--- config.mk ---
export PLATFORM = sky130hd
export DESIGN_NAME = reg_share_arbiter
export DESIGN_NICKNAME = d
export VERILOG_FILES = /design/src/rtl/reg_share_arbiter.sv
export SDC_FILE = /design/constraint.sdc
export NUM_CORES = 1
export LEC_CHECK = 0
export BUFFER_PORTS_ARGS = -buffer_cell sky130_fd_sc_hd__buf_4
export CAP_MARGIN = 25
export CORE_MARGIN = 2
export CORE_UTILIZATION = 50
export DETAILED_ROUTE_END_ITERATION = 8
export PLACE_DENSITY = 0.79
export SETUP_SLACK_MARGIN = 0.2
export SYNTH_ARGS = -nofsm -noshare
export SYNTH_HDL_FRONTEND = slang
export SYNTH_SLANG_ARGS = --single-unit
--- constraint.sdc ---
create_clock -name clock -period 1.9 [get_ports clock]
set_input_delay 0.095 -clock clock [delete_from_list [all_inputs] [get_ports clock]]
set_output_delay 0.095 -clock clock [all_outputs]
set_load 0.02 [all_outputs]
--- src/rtl/reg_share_arbiter.sv ---
// Round-robin arbiter that serialises LOAD/SET/CLEAR/TOGGLE requests
// onto one shared WIDTH-bit register, with an optional post-commit cooldown.
module reg_share_arbiter #(
  parameter int               N_REQ       = 4,
  parameter int               WIDTH       = 8,
  parameter int               COOL_CYCLES = 2,
  parameter logic [WIDTH-1:0] RESET_VALUE = '0
) (
  input  logic                   clock,
  input  logic                   reset,
  input  logic [N_REQ-1:0]       req,
  input  logic [2*N_REQ-1:0]     op,
  input  logic [N_REQ*WIDTH-1:0] wdata,
  output logic [N_REQ-1:0]       grant,
  output logic [N_REQ-1:0]       ack,
  output logic [WIDTH-1:0]       q,
  output logic                   busy
);

  localparam int PW = (N_REQ > 1) ? $clog2(N_REQ) : 1;
  localparam int CW = $clog2(COOL_CYCLES + 2);
  localparam logic [CW-1:0] COOL_LAST =
    CW'((COOL_CYCLES > 0) ? COOL_CYCLES - 1 : 0);
  localparam logic [PW-1:0] PTR_LAST = PW'(N_REQ - 1);

  typedef enum logic [1:0] {
    IDLE,
    GRANT,
    COMMIT,
    COOL
  } state_e;

  typedef enum logic [1:0] {
    OP_LOAD,
    OP_SET,
    OP_CLEAR,
    OP_TOGGLE
  } op_e;

  state_e           state_q, state_d;
  logic [PW-1:0]    ptr_q, ptr_d;
  logic [PW-1:0]    win_q, win_d;
  logic [N_REQ-1:0] grant_q, grant_d;
  logic [N_REQ-1:0] ack_q, ack_d;
  logic [WIDTH-1:0] q_q, q_d;
  logic [1:0]       op_q, op_d;
  logic [WIDTH-1:0] data_q, data_d;
  logic [CW-1:0]    cnt_q, cnt_d;

  logic [PW-1:0]    pick;
  logic             found;
  logic [PW-1:0]    ptr_next;

  function automatic logic [N_REQ-1:0] onehot(input logic [PW-1:0] i);
    onehot    = '0;
    onehot[i] = 1'b1;
  endfunction

  // First set request at or after the pointer, wrapping around.
  always_comb begin
    pick  = ptr_q;
    found = 1'b0;
    for (int k = 0; k < N_REQ; k++) begin
      if (!found && req[(int'(ptr_q) + k) % N_REQ]) begin
        found = 1'b1;
        pick  = PW'((int'(ptr_q) + k) % N_REQ);
      end
    end
  end

  assign ptr_next = (win_q == PTR_LAST) ? '0 : win_q + 1'b1;

  always_comb begin
    state_d = state_q;
    ptr_d   = ptr_q;
    win_d   = win_q;
    grant_d = grant_q;
    ack_d   = '0;
    q_d     = q_q;
    op_d    = op_q;
    data_d  = data_q;
    cnt_d   = cnt_q;
    unique case (state_q)
      IDLE: begin
        if (found) begin
          win_d   = pick;
          grant_d = onehot(pick);
          state_d = GRANT;
        end
      end
      GRANT: begin
        if (req[win_q]) begin
          op_d    = op[2*int'(win_q) +: 2];
          data_d  = wdata[int'(win_q)*WIDTH +: WIDTH];
          state_d = COMMIT;
        end else begin
          grant_d = '0;
          state_d = IDLE;
        end
      end
      COMMIT: begin
        unique case (op_q)
          OP_LOAD:   q_d = data_q;
          OP_SET:    q_d = '1;
          OP_CLEAR:  q_d = '0;
          OP_TOGGLE: q_d = q_q ^ data_q;
          default:   q_d = q_q;
        endcase
        ack_d   = onehot(win_q);
        grant_d = '0;
        ptr_d   = ptr_next;
        cnt_d   = '0;
        state_d = (COOL_CYCLES > 0) ? COOL : IDLE;
      end
      COOL: begin
        if (cnt_q == COOL_LAST) begin
          state_d = IDLE;
        end else begin
          cnt_d = cnt_q + 1'b1;
        end
      end
      default: state_d = IDLE;
    endcase
  end

  always_ff @(posedge clock) begin
    if (reset) begin
      state_q <= IDLE;
      ptr_q   <= '0;
      win_q   <= '0;
      grant_q <= '0;
      ack_q   <= '0;
      q_q     <= RESET_VALUE;
      op_q    <= '0;
      data_q  <= '0;
      cnt_q   <= '0;
    end else begin
      state_q <= state_d;
      ptr_q   <= ptr_d;
      win_q   <= win_d;
      grant_q <= grant_d;
      ack_q   <= ack_d;
      q_q     <= q_d;
      op_q    <= op_d;
      data_q  <= data_d;
      cnt_q   <= cnt_d;
    end
  end

  assign grant = grant_q;
  assign ack   = ack_q;
  assign q     = q_q;
  assign busy  = (state_q != IDLE);

endmodule

Yosys cells after proc, flatten, opt, wreduce, memory -nomap -nowiden
Cells that the tools add are included.

Logic and storage cells: 98. Bits in registers: 34. Output and inout port bits: 17.

Reductions and logical operators: 22. Magnitude comparators: 8. Bitwise operators: 5. Shifts and indexed selects: 2. Add/subtract/negate cells: 5. Mux-type cells: 35. Eq/ne operators: 12.

Operator list (count): 8-bit one-hot mux with 4 select lines (1); 32-bit by 6-bit variable part select with 8-bit output (1); 2-bit 2-to-1 mux (8); 1-bit 2-to-1 mux (14); 3-bit by 4-bit less-than comparator with 1-bit output (second input constant) (3); 4-bit one-hot mux with 3 select lines (1); 1-bit binary-select mux with 2-bit select (5); 2-bit equality test (second input constant) (5); 2-bit by 3-bit less-than comparator with 1-bit output (second input constant) (3); 4-bit 2-to-1 mux (2); 2-bit inequality test (second input constant) (4); 2-bit one-hot mux with 4 select lines (1); 2-bit AND reduction (4); 2-bit OR reduction (4); 8-bit by 4-bit variable part select with 2-bit output (1); 8-bit XOR (1); 2-bit by 1-bit adder with 2-bit output (second input constant) (3); 2-bit by 1-bit equality test with 1-bit output (second input constant) (3); 1-bit logical AND (5); 2-bit adder (second input constant) (2); 1-bit demux with 2-bit select (2); 2-bit by 1-bit >= comparator with 1-bit output (second input constant) (2); 2-bit zero test (2); 2-bit one-hot mux with 2 select lines (1); other kinds (6) (11).

Longest topological paths before layout
Depth in word-level cells: 20. Gate-level depth with buffers: 6.

Least setup slack after synthesis
No wires, ideal clock.

Kind: reg-to-reg. Start: register win_q[0]. End: register op_q[0]. Arrival time: 1640 ps. Required time: 1772 ps. Cell stages (with the launch flop): 6. Library setup time: 128 ps. Setup slack: 133 ps. Cell sequence: dfxtp_1 buf_6 clkbuf_1 mux4_2 mux2i_1 nor2_1.

Word-level cells in the longest chain between the ends: 3. Elaborated cells on any way between the ends: 4.

RTL lines: start: declaration (line 42) `logic [PW-1:0] win_q, win_d;`; start signal: assignment (line 140) `win_q <= win_d;`; 1-bit binary-select mux with 2-bit select (line 92) `if (req[win_q]) begin`; 1-bit 2-to-1 mux (implied by the code) (line 92); 2-bit AND reduction (no line); end signal: assignment (line 144) `op_q <= op_d;`; end: declaration (line 46) `logic [1:0] op_q, op_d;`.

Several ways; a longest one is shown, not always the timed one. The select of a mux whose other input is x is not followed. A chain may end at the register's enable or synchronous reset.

Final worst setup path
Start: register win_q[0]. End: register grant_q[1] (netlist: grant[1]).

Word-level cells in the longest chain between the ends: 4.

RTL lines: 1-bit binary-select mux with 2-bit select (line 92); 1-bit 2-to-1 mux (implied by the code) (line 92); 2-bit inequality test (no line); 3-bit AND reduction (no line); end signal: assignment (line 141) `grant_q <= grant_d;`; end: declaration (line 43) `logic [N_REQ-1:0] grant_q, grant_d;`.

Every way passes these cells. The select of a mux whose other input is x is not followed.

==> impl_metrics.ini <==
[power]
p_leak_nw = 1.102
pwr-share-seq = 0.467
ir_drop_uv = 518.3
switchingPower_mw = 0.4680
p_int_mw = 1.201
p_total_mw = 1.669
combPwrFrac = 0.232
p_clk_frac = 0.301
p_per_area_nw_per_um2 = 663.8
p_sw_frac = 0.2803

[cts]
ctsLongestPathBuffers = 2
cts.sinks = 34
clkTransAtPathRegs_ps = 70
clock-root-buffer = clkbuf_8
hold_buffers = 0
cts_inserted_buffers = 5
htree_num_levels = 2
clkLatencyLatePin_ps = 290
cts_tree = yes

[detailed_routing]
viasPerCell = 5.494
first_pass_iters = 5
wl_per_cell_um = 14.09
vias = 1725
ant_nets = 0
drt_iter0_drc = 90
drc_errors = 0
wirelength_um = 4423

[cells_and_area]
layout_common_cells = buf_4, nor2_1, dfxtp_1
multi_input_comb_area_um2 = 1154
mostFrequentLayoutCell = buf_4
drive_gt1_frac = 0.3383
final_area_um2 = 2515
antenna_cells = 0
seqCellArea_um2 = 681.9
fill_cells = 301
area_growth_pct = 32.15
nets = 321

[run_status]
status = complete, no violations

[floorplanning]
die-area_um2 = 4316
start_util = 0.5198
fp.dieH_um = 65.70
fp-row-count = 22
die_w_um = 65.70
coreArea_um2 = 3661
ios = 63

[grt]
grt_pass1_vias = 1611
antenna_found_initial = 0
grt_max_degree = 33
grt.overflow.total = 0
globalRouteTotalUtil = 0.2128
grt_pass1_wl_um = 7155

[sta]
min_period_ps = 1665
slew_violations = 0
finalCritPeriodShare = 0.8765
finalSetupViolations = 0
relSlewSlack = 0.6415
rsz0062_at_grt = yes
finalHoldViolCount = 0
fin_skew_ps = 8.026
fin_ws_ps = 234.7
finalSetupTns_ps = 0
max_freq_ghz = 0.6005
holdWs_ps = 191.4
max_slew.worst_pin.slew_ps = 537.1

[worst_setup_path]
path_delay_family = compound AO/OA/AOI/OAI gates
slowest_delay_ps = 540
worst_setup_path_start_kind = flop
crit_chain = mux4_2 -> a221oi_4 -> nand2_2 -> o32ai_1
cp_max_fo = 4
cp.required_ps = 2090
end_kind = flop
critical_path_class = flop to flop
critical_path_arrival_ps = 1850
critPathBufInv = 0
crit_slowest_cell = mux4_2

[yosys]
synth.distinct_cells = 36
synth_edf_count = 0
ys_seq_area_frac = 0.3577
ys.flop_type = dfxtp_1
synthArstFlopShare = 0
synth_area_um2 = 1903
ys.warnings.count = 0
synth_area_per_cell_um2 = 9.375
ys_ff_latch = 34
syn-num-nets = 258
postSynthCellCount = 203

[placement]
postPlaceCellArea_um2 = 2414
dpl.hpwl_um = 3113
pre_cts_slack_ps = 142.1
port_buffers = 62
place.gp.congestion = 0.7875

[run]
cap_violations = 0

[min_path]
hold_path.class = input pin to flop
-- kinds of logic (layout without fill, tap and decap cells) --
group / Yosys count / in the layout / share of synthesized area
compound gates: 42 / 42 / 0.1538
simple gates: 74 / 74 / 0.1821
flops: 34 / 34 / 0.3577
mux: 24 / 24 / 0.2032
buf+inv: 20 / 83 / 0.04404
fa+ha+maj: 9 / 9 / 0.05917
-- state kept, by name, indices dropped and copies added, names as in the netlist, named ones only --
register	flops
data_q	8
q	8
ack	4
grant	4
cnt_q	2
op_q	2
ptr_q	2
win_q	2
state_q	1
-- through the flow --
stage	utilization	std cells
final	0.6869	314
after global routing	0.6869	314
after CTS	0.6828	314
after detailed placement	0.6593	306
after global placement	0.6593	306
after floorplan	-	203
-- power by group through the flow --
stage                     logic, mW  registers [mW]  clock network (mW)
final                         0.387           0.779               0.503
after floorplan               0.243           0.791                   0
after global routing          0.426           0.785               0.543
after global placement        0.367           0.794                   0
after detailed placement      0.376           0.795                   0
after CTS                     0.382           0.779               0.509
-- area by class of cell --
class,instances,area share
Clock buffer,5,0.02736
Clock inverter,2,0.003980
Inverter,8,0.01194
Multi-Input combinational cell,149,0.4587
Sequential cell,34,0.2711
Tap cell,48,0.02388
Timing Repair Buffer,68,0.2030
-- worst register-to-register path: stages (launching register included) --
cell      delay [ps]
dfxtp_2          350
mux4_2           540
a221oi_4         320
nand2_2          140
o32ai_1          230
-- path summary, 6_finish.rpt --
kind	endpoint	start	depth (start not counted)	slack (ps)
max reg2reg	grant[1]	win_q[0]	4	230
max	grant[1]	win_q[0]	4	230
min	data_q[4]	reset	2	190
min reg2reg	q[7]	q[7]	2	470
-- synth_stat cells (2+ instances only) --
cell	number	area [um2]
nor2_1	35	131.4
ha_1	9	112.6
mux2i_1	12	120.1
a22oi_1	7	52.55
clkbuf_1	9	33.78
a211oi_1	2	15.01
o32ai_1	4	35.03
dfxtp_1	34	680.7
nor2b_1	6	37.54
o21ai_0	11	55.05
and2_1	5	31.28
nor3_1	3	15.01
mux4_1	2	52.55
mux4_2	9	202.7
nand2b_1	6	37.54
nand2_1	12	45.04
a21oi_1	5	25.02
o22ai_1	7	43.79
inv_1	8	30.03
-- layer usage --
layer	global-route usage	vias up	wire length [um]
li1	-	850	-
met1	0.2465	814	1805
met2	0.3902	52	2366
met3	0.04623	9	198
met4	0.05990	0	53
met5	0	-	0
-- timing repair --
action,4_1_cts,5_1_grt
setup buffers,1,0
gates resized for setup,0,2
hold endpoints to repair,0,0
endpoints found under the setup margin,4,4
pin swaps,1,1
No activity file was read; power rests on OpenSTA's default activity.
